==> config.mk <==
export PLATFORM = sky130hd
export DESIGN_NAME = store_write_ctrl
export DESIGN_NICKNAME = d
export VERILOG_FILES = /design/src/rtl/store_write_ctrl.sv
export SDC_FILE = /design/constraint.sdc
export NUM_CORES = 1
export LEC_CHECK = 0
export CAP_MARGIN = 40
export CORE_UTILIZATION = 40
export DETAILED_ROUTE_END_ITERATION = 10
export PLACE_DENSITY_LB_ADDON = 0.2
export SETUP_SLACK_MARGIN = 0.1
export SLEW_MARGIN = 20
export SYNTH_ARGS = -nofsm -noshare
export SYNTH_HDL_FRONTEND = slang
export SYNTH_SLANG_ARGS = --single-unit
==> constraint.sdc <==
create_clock -name clk -period 2.5 [get_ports clk]
set_clock_uncertainty 0.05 [all_clocks]
set_input_delay 0.25 -clock clk [delete_from_list [all_inputs] [get_ports clk]]
set_output_delay 0.25 -clock clk [all_outputs]
set_load 0.05 [all_outputs]
==> src/rtl/store_write_ctrl.sv <==
`default_nettype none
// ============================================================================
// Module      : store_write_ctrl
// Description : Sub-word store controller; byte/half stores read-merge-write,
//               word stores write directly. Option: STORE_MISALIGN_TRAP_EN.
// Revision    : 1.0 - initial release
// ============================================================================
module store_write_ctrl (
  input  logic        clk,
  input  logic        rst_n,
  input  logic        req_valid,
  output logic        req_ready,
  input  logic [31:0] req_addr,
  input  logic [31:0] req_data,
  input  logic [1:0]  req_size,
  output logic [31:0] mem_addr,
  output logic        mem_read,
  input  logic [31:0] mem_rd_data,
  output logic        mem_write,
  output logic [31:0] mem_wr_data,
  output logic        done,
  output logic        err
);

  localparam logic [1:0] c_size_byte = 2'b00;
  localparam logic [1:0] c_size_half = 2'b01;
  localparam logic [1:0] c_size_word = 2'b10;
  localparam logic [1:0] c_size_rsvd = 2'b11;

  typedef enum logic [2:0] {
    S_IDLE  = 3'd0,
    S_READ  = 3'd1,
    S_WAIT  = 3'd2,
    S_WRITE = 3'd3,
    S_ERR   = 3'd4
  } state_t;

  state_t      r_state;
  logic [31:0] r_addr;
  logic [31:0] r_data;
  logic [1:0]  r_size;
  logic        w_misalign;
  logic        w_reject;
  logic [31:0] w_merged;

`ifdef STORE_MISALIGN_TRAP_EN
  assign w_misalign = ((req_size == c_size_half) && req_addr[0]) ||
                      ((req_size == c_size_word) && (req_addr[1:0] != 2'b00));
`else
  assign w_misalign = 1'b0;
`endif

  assign w_reject  = (req_size == c_size_rsvd) || w_misalign;
  assign req_ready = (r_state == S_IDLE);

  // Little-endian lane replacement over the word just read back
  always_comb begin
    w_merged = mem_rd_data;
    case (r_size)
      c_size_byte: begin
        case (r_addr[1:0])
          2'd0:    w_merged[7:0]   = r_data[7:0];
          2'd1:    w_merged[15:8]  = r_data[7:0];
          2'd2:    w_merged[23:16] = r_data[7:0];
          default: w_merged[31:24] = r_data[7:0];
        endcase
      end
      c_size_half: begin
        if (r_addr[1]) w_merged[31:16] = r_data[15:0];
        else           w_merged[15:0]  = r_data[15:0];
      end
      c_size_word: w_merged = r_data;
      default:     w_merged = mem_rd_data;
    endcase
  end

  always_ff @(posedge clk or negedge rst_n) begin
    if (!rst_n) begin
      r_state     <= S_IDLE;
      r_addr      <= '0;
      r_data      <= '0;
      r_size      <= '0;
      mem_addr    <= '0;
      mem_read    <= 1'b0;
      mem_write   <= 1'b0;
      mem_wr_data <= '0;
      done        <= 1'b0;
      err         <= 1'b0;
    end else begin
      mem_read  <= 1'b0;
      mem_write <= 1'b0;
      done      <= 1'b0;
      err       <= 1'b0;
      case (r_state)
        S_IDLE: begin
          if (req_valid) begin
            r_addr <= req_addr;
            r_data <= req_data;
            r_size <= req_size;
            if (w_reject) begin
              r_state <= S_ERR;
              done    <= 1'b1;
              err     <= 1'b1;
            end else if (req_size == c_size_word) begin
              r_state     <= S_WRITE;
              mem_addr    <= {req_addr[31:2], 2'b00};
              mem_write   <= 1'b1;
              mem_wr_data <= req_data;
              done        <= 1'b1;
            end else begin
              r_state  <= S_READ;
              mem_addr <= {req_addr[31:2], 2'b00};
              mem_read <= 1'b1;
            end
          end
        end
        S_READ: begin
          r_state  <= S_WAIT;
          mem_addr <= {r_addr[31:2], 2'b00};
        end
        S_WAIT: begin
          r_state     <= S_WRITE;
          mem_addr    <= {r_addr[31:2], 2'b00};
          mem_write   <= 1'b1;
          mem_wr_data <= w_merged;
          done        <= 1'b1;
        end
        S_WRITE, S_ERR: begin
          r_state  <= S_IDLE;
          mem_addr <= '0;
        end
        default: begin
          r_state  <= S_IDLE;
          mem_addr <= '0;
        end
      endcase
    end
  end

endmodule
`default_nettype wire

==> results.md <==
* Outcome: completed
* RSZ-0062 raised after global routing: false
* Library cell occupying the most area in the post-synthesis netlist: dfrtp_1
* Root buffer selected by CTS: clkbuf_16
* I/O pin total at 170
* Peak Freq at 460 MHz
* Top cells by area in the synthesized netlist: dfrtp_1 54%, nand2_1 15%, a22oi_1 3.6%
* Pin count of the biggest net entering global routing at 74
* Total design power at 13,100 uW
* Top-area cell type share of the netlist area at 0.539
* Number of H-tree levels at 4
* Synth cell count leaders: 251 x nand2_1, 135 x dfrtp_1, 42 x o21ai_0, 30 x a22oi_1, 30 x nor2_1
* Chip Width at 127 um
* Final-stage net count at 942
* Post-synth EDFFs at 0
* Die height at 127 um
* Number of cells on the worst hold path at 3
* Layout overhead on the synthesized area at 39.6%
* Total negative slack for setup checks at 0 ns
* Max FO, Critical Path at 32
* Number of endpoints failing setup at the final stage at 0
* Pwr Density at 1490 nW/um2
* Slew Limit Fails at 0
* Synthesized instance count at 692
* Classification of the worst-slack hold path: in2reg
* Clock tree buffer depth at 2
* Synthesis Warnings at 0
* Number of max-cap violations at 0
* Post-synthesis share of cell area spent on xor and xnor gates at 0.00140
* Sinks on the clock net at 135
* DP Wirelength at 12,400 um
* Average footprint of a synthesized cell at 9.05 um2
* Seq/Total Area, Yosys at 0.539
* Cell area after synthesis at 6260 um2
* GRT Util Overall at 0.233
* Fill count at 1,346
* Area taken by flip-flops and latches at 3380 um2
* Share of post-route cells with drive strength above 1 at 0.0761
* Synth Area in Simple Gates at 0.208
* Crit share post-route at 0.870
* Standby leakage power at 0.00385 uW
* Diodes inserted at 0
* Dominant synthesized flop cell: dfrtp_1
* Final hold viol count at 0
* Area occupied by multi-input gates at 2610 um2
* TritonCTS Buffers at 17
* WL/cell at 17.0 um
* Via count of the first global-routing pass at 5,626
* Final core utilization at 0.573
* Total number of vias at 5,654
* Critical Path Source Type: flip-flop
* Crit Path Class: reg2out
* Port Buffer Count at 167
* Endpoint kind of the worst setup timing path: primary output
* Antenna violations before repair at 0
* Pre-Repair DR Iteration Count at 7
* Number of nets still failing antenna checks after routing at 0
* Weighted congestion reported at the end of routability-driven placement at 0.861
* Combinational family with the most area after synthesis: simple AND/OR/NAND/NOR gates
* Via-to-Cell Ratio at 5.31
* Compound-gate portion of the synthesized area at 0.186
* Global-route wire length before repair at 29,200 um
* Slew at the pin with the worst max-slew slack at 0.714 ns
* Distinct cell type count after synthesis at 44
* Area of the die at 16,200 um2
* Most instantiated library cell after synthesis: nand2_1
* Time the worst path needs with I/O delays and setup at 2.18 ns
* Adder-Cell Fraction of Synth Area at 0
* Mux contribution to synthesized area at 0.0128
* Wire length reported by the detailed router at 18,100 um
* CTS tree: done
* DRC errors left at 0
* Drt initial violations at 416
* Depth of the worst register-to-register path at 4
* CP arrival at 1.88 ns
* R2R setup slack at 0.44 ns
* Critical Path RT at 2.20 ns
* IR drop worst, VDD at 0.000781 V
* Worst Hold Slack at 0.316 ns
* Cell Rows at 45
* Register bit count reported by yosys at 135
* Core footprint at 15,300 um2
* Clk slew on worst S/H paths at 0.06 ns
* Clock network latency to the later pin of the worst-skew pair at 0.41 ns
* Share of synthesized flip-flops with an asynchronous set or reset at 1.00
* Headroom to the max-slew limit at 0.524
* Initial standard-cell utilization of the core at 0.410
* Grt total ovfl at 0
* Number of gates resized after cts at 0
-- state kept, by name (all words and copies together) (netlist names) --
| register | flops |
|---|---|
| mem_wr_data | 32 |
| r_addr | 32 |
| r_data | 32 |
| mem_addr | 30 |
| r_state | 3 |
| r_size | 2 |
| done | 1 |
| err | 1 |
| mem_read | 1 |
| mem_write | 1 |
-- worst paths after layout --
path | startpoint | endpoint
worst max-delay path | r_state[1] | req_ready
worst min-delay path | req_addr[1] | r_addr[1]
worst max register to register | r_size[0] | mem_wr_data[15]
worst min register to register | r_addr[17] | r_addr[17]
max in group asynchronous | rst_n | mem_wr_data[4]
min in group asynchronous | rst_n | mem_addr[2]
-- power by group --
group          switching [uW]  leakage, uW  internal [uW]  total (uW)
Sequential                782      0.00169           3200        3980
Clock                    1010     0.000295           1610        2620
Combinational            4170      0.00187           2280        6450
Total                    5960      0.00385           7090       13100
-- layout by cell type (no fill, tap or decap), drive strengths merged, types with 4 or more instances in the layout --
| master | instances |
|---|---|
| o31ai | 21 |
| nand2b | 4 |
| a32o | 8 |
| nand4b | 8 |
| nand3b | 5 |
| a22oi | 30 |
| a211oi | 9 |
| clkdlybuf4s50 | 165 |
| a221oi | 11 |
| clkbuf | 19 |
| o21ai | 52 |
| inv | 14 |
| mux2i | 8 |
| nor3 | 4 |
| nand2 | 251 |
| a21oi | 9 |
| dfrtp | 135 |
| nor2 | 31 |
| buf | 20 |
| a21o | 5 |
| a311oi | 5 |
| o211ai | 11 |
-- cells by family after synthesis --
| family | count (synthesis) |
|---|---|
| other | 1 |
| AO/OA/AOI/OAI | 166 |
| multiplexers | 8 |
| flip-flops | 135 |
| AND/OR/NAND/NOR | 315 |
| buffers and inverters | 66 |
| XOR/XNOR | 1 |
-- per-stage QoR --
stage | cell area [um2] | setup WS, ns | instances
3_5_place_dp | 8120 | 0.447 | 1032
4_1_cts | 8740 | 0.311 | 1065
6_report | 8740 | 0.325 | 1065
3_3_place_gp | 8120 | 0.593 | 1032
5_1_grt | 8740 | 0.246 | 1065
2_1_floorplan | 6270 | 0.591 | 693
-- per-layer routing --
layer  GRT usage  share of wire  vias to the layer above
li1            -              -                     2670
met2       0.389           0.48                      228
met4      0.0756          0.019                        0
met1       0.295           0.43                     2725
met3      0.0624          0.069                       31
met5           0              0                        -
-- worst max-delay path, cell delays in order (launching register included) --
cell,delay (ns)
dfrtp_1,0.38
buf_4,0.20
nor3_4,0.20
buf_4,0.38
buf_4,0.27
-- cell type report --
cell class | count | area share
clock buffers | 19 | 0.0507
clock inverters | 13 | 0.0192
inverters | 9 | 0.00386
multi-input cells | 492 | 0.298
flip-flops and latches | 135 | 0.386
well taps | 211 | 0.0302
repair buffers | 186 | 0.212
-- timing repair --
item / CTS / global route
buffers inserted: 0 / 0
hold buffers: 1 / 0
hold endpoints to repair: 71 / 0
No activity file was read; power rests on OpenSTA's default activity.
==> edit 1 (config.mk and constraints unchanged) <==
Add a define of `STORE_MISALIGN_TRAP_EN`.
--- a/src/rtl/store_write_ctrl.sv
+++ b/src/rtl/store_write_ctrl.sv
@@ -5,6 +5,8 @@
 //               word stores write directly. Option: STORE_MISALIGN_TRAP_EN.
 // Revision    : 1.0 - initial release
 // ============================================================================
+`define STORE_MISALIGN_TRAP_EN
+
 module store_write_ctrl (
   input  logic        clk,
   input  logic        rst_n,
Function: changed (a bounded check fails within 4 cycles, from zero or initial values and one cycle with rst_n low).
==> edit 1 against the original RTL <==
Sequential share of layout area down 0.85 points. Sequential cell count unchanged. Largest power group unchanged. Setup slack better by 0.037 ns. Non-clock buffer count up 5. First-iteration DRC count up 12%. Area after synthesis up 2.4%. Worst hold slack better by 0.019 ns. Routed wire length up 2.1%. Power up 5.4%. Design area up 2.2%. Critical path depth unchanged. Core utilization up 0.65 points.
==> edit 1: results (changes against the original RTL) <==
| Quantity | Reported | Unit | Change |
|---|---|---|---|
| Worst R2R Setup Slack | 0.36 | ns | was 0.44 ns |
| Beginning of the worst hold path | req_addr[25] | - | was req_addr[1] |
| Combined area of the multi-input logic cells | 2780 | µm² | was 2610 µm² |
| Destination of the critical timing path | mem_wr_data[27]$_DFFE_PN0P_ | - | was req_ready |
| Post-synth design cell area | 6410 | µm² | was 6260 µm² |
| Cell types occupying the most area after synthesis | sky130_fd_sc_hd__dfrtp_1 (53%), sky130_fd_sc_hd__nand2_1 (14%), sky130_fd_sc_hd__a2bb2oi_1 (4.1%) | - | was sky130_fd_sc_hd__dfrtp_1 (54%), sky130_fd_sc_hd__nand2_1 (15%), sky130_fd_sc_hd__a22oi_1 (3.6%) |
| Number of instances in the synthesized netlist | 683 | - | was 692 |
| Max VDD drop | 1010 | µV | was 781 µV |
| Global-route wire length before repair | 30200 | µm | was 29200 µm |
| Via count | 5749 | - | was 5654 |
| First-pass detailed-route iteration total | 5 | - | was 7 |
| Placed Area | 8310 | µm² | was 8120 µm² |
| Total Nets Final | 941 | - | was 942 |
| Outcome | completed | - | unchanged |
| Placed Instances | 1030 | - | was 1032 |
| Maximum number of pins on one net before global-route repair | 68 | - | was 74 |
| Number of buffers outside the clock class in the layout | 191 | - | was 186 |
| Leading post-synthesis cells by instance count | sky130_fd_sc_hd__nand2_1 (238), sky130_fd_sc_hd__dfrtp_1 (135), sky130_fd_sc_hd__o21ai_0 (34) | - | was sky130_fd_sc_hd__nand2_1 (251), sky130_fd_sc_hd__dfrtp_1 (135), sky130_fd_sc_hd__o21ai_0 (42) |
| Leak Pwr | 4.06 | nW | was 3.85 nW |
| Filler instances | 1324 | - | was 1346 |
| Crit path largest cell delay | 0.61 | ns | was 0.38 ns |
| Number of flip-flops and latches | 135 | - | unchanged |
| Global router's overall resource usage | 23.8 | % | was 23.3% |
| Fraction of final layout cells sized beyond drive strength 1 | 9.61 | % | was 7.61% |
| Portion of the post-synthesis area used by sequential elements | 52.7 | % | was 53.9% |
| Worst setup slack before clock tree synthesis | 0.286 | ns | was 0.447 ns |
[edit 1: report_power, final]
| part | total (mW) | switching [mW] | leakage, nW | internal [mW] |
|---|---|---|---|---|
| Combinational | 7.02 | 4.42 | 2.11 | 2.60 |
| Sequential | 4.12 | 0.850 | 1.65 | 3.27 |
| Clock | 2.62 | 1.02 | 0.296 | 1.59 |
[edit 1: per-layer routing]
layer | part of all wire, % | track usage [%]
met1 | 44 | 31.4
met2 | 47 | 37.4
met3 | 7.1 | 6.15
met4 | 2.3 | 9.69
met5 | 0 | 0
[edit 1: kinds of logic (layout without fill, tap and decap cells)]
| group | Yosys count | after routing | share of synthesized area, % |
|---|---|---|---|
| flops | 135 | 135 | 52.7 |
| compound gates | 186 | 186 | 21.5 |
| buf+inv | 57 | 226 | 4.35 |
| other cells | 1 | 2 | 0.0585 |
| mux | 8 | 8 | 1.25 |
| xor+xnor | 1 | 1 | 0.137 |
| simple gates | 295 | 295 | 20.0 |
==> edit 2 (same settings) <==
Without the edit above. Re-encode `state_t` (5 states) as one-hot, 5 bits wide.
--- a/src/rtl/store_write_ctrl.sv
+++ b/src/rtl/store_write_ctrl.sv
@@ -27,12 +27,12 @@
   localparam logic [1:0] c_size_word = 2'b10;
   localparam logic [1:0] c_size_rsvd = 2'b11;
 
-  typedef enum logic [2:0] {
-    S_IDLE  = 3'd0,
-    S_READ  = 3'd1,
-    S_WAIT  = 3'd2,
-    S_WRITE = 3'd3,
-    S_ERR   = 3'd4
+  typedef enum logic [4:0] {
+    S_IDLE  = 5'b00001,
+    S_READ  = 5'b00010,
+    S_WAIT  = 5'b00100,
+    S_WRITE = 5'b01000,
+    S_ERR   = 5'b10000
   } state_t;
 
   state_t      r_state;
Function: no difference found for any inputs over 4 cycles, from zero or initial values and one cycle with rst_n low; so few cycles prove little.
==> edit 2 against the original RTL <==
Sequential cell count grew 2. Synthesized cell count shrank 22%. Count of clock-buffer cells in the layout shrank 1. Via count shrank 11%. Routed wire length shrank 4.7%. Design area grew 0.96%. Die area is essentially flat. Register-to-register slack lost 0.03 ns. Area after synthesis is essentially flat. Power shrank 4.0%. Setup slack lost 0.062 ns.
==> edit 2: results (changes against the original RTL) <==
| Quantity | Reported | Unit | Change |
|---|---|---|---|
| Met3 Wirelength | 1170 | µm | was 1250 µm |
| Mean Syn Cell Area | 11.5 | µm² | was 9.05 µm² |
| Portion of the post-synthesis area used by sequential elements | 54.7 | % | was 53.9% |
| Yosys cell types | 36 | - | was 44 |
| Slack of the critical path | 0.263 | ns | was 0.325 ns |
| Net Switching | 5.13 | mW | was 5.96 mW |
| Standard cell with the maximum stage delay on the critical path | sky130_fd_sc_hd__dfstp_2 | - | was sky130_fd_sc_hd__dfrtp_1 |
| Detailed-route wire length per cell | 18.7 | µm | was 17.0 µm |
| Outcome | completed | - | unchanged |
| Actual slew at the worst max-slew pin | 0.891 | ns | was 0.714 ns |
| Filler instances | 1302 | - | was 1346 |
| Vias in the first global route | 5175 | - | was 5626 |
| Placed Area | 8150 | µm² | was 8120 µm² |
| Hold_ws | 0.403 | ns | was 0.316 ns |
| Arrival time of the worst setup path | 1.94 | ns | was 1.88 ns |
| Leak Pwr | 3.74 | nW | was 3.85 nW |
| Cell types occupying the most area after synthesis | sky130_fd_sc_hd__dfrtp_1 (54%), sky130_fd_sc_hd__mux2_2 (11%), sky130_fd_sc_hd__mux2i_1 (4.2%) | - | was sky130_fd_sc_hd__dfrtp_1 (54%), sky130_fd_sc_hd__nand2_1 (15%), sky130_fd_sc_hd__a22oi_1 (3.6%) |
| Leading post-synthesis cells by instance count | sky130_fd_sc_hd__dfrtp_1 (136), sky130_fd_sc_hd__mux2_2 (64), sky130_fd_sc_hd__nand2_1 (63) | - | was sky130_fd_sc_hd__nand2_1 (251), sky130_fd_sc_hd__dfrtp_1 (135), sky130_fd_sc_hd__o21ai_0 (42) |
| WL met2 | 8480 | µm | was 8720 µm |
| DP HPWL | 11900 | µm | was 12400 µm |
| Placed Instances | 894 | - | was 1032 |
| Worst R2R Setup Slack | 0.41 | ns | was 0.44 ns |
| Worst min-delay path class | primary input to async pin | - | was primary input to flop |
| Sequential Power | 4.02 | mW | was 3.98 mW |
| First-pass detailed-route iteration total | 8 | - | was 7 |
| Beginning of the critical path | r_state[0]$_DFFE_PN1P_ | - | was r_state[1]$_DFFE_PN0P_ |
| Power Combinational | 5.70 | mW | was 6.45 mW |
| Total Nets Final | 804 | - | was 942 |
| Fraction of power consumed by sequential logic | 32.0 | % | was 30.5% |
| Max VDD drop | 655 | µV | was 781 µV |
| Flip-flop and latch area | 3430 | µm² | was 3380 µm² |
==> edit 2: changes by cell type in the layout (fill, tap and decap cells not counted), moves of 13 or more <==
| cell | change |
|---|---|
| sky130_fd_sc_hd__nand2_1 | -187 |
| sky130_fd_sc_hd__mux2_2 | +64 |
| sky130_fd_sc_hd__o31ai_1 | -21 |
| sky130_fd_sc_hd__a222oi_1 | +13 |
| sky130_fd_sc_hd__mux2i_1 | +18 |
| sky130_fd_sc_hd__nor2_1 | -19 |
| sky130_fd_sc_hd__a21oi_1 | +20 |
==> edit 2: final cells by class <==
cell class                 instances  share of cell area, %
clock buffer                      18                   4.97
clock inverter                    13                   2.55
inverter                           2                 0.0850
multi-input combinational        359                   29.6
sequential                       137                   38.8
tap                              211                   2.99
timing repair buffer             186                   21.0
==> edit 2: logic make-up after synthesis <==
logic type             synth area share (%)
AOI/OAI and AO/OA                      16.4
and+or+nand+nor                        9.22
DFF                                    54.7
buffers and inverters                  3.91
muxes                                  15.7
other                                0.0598
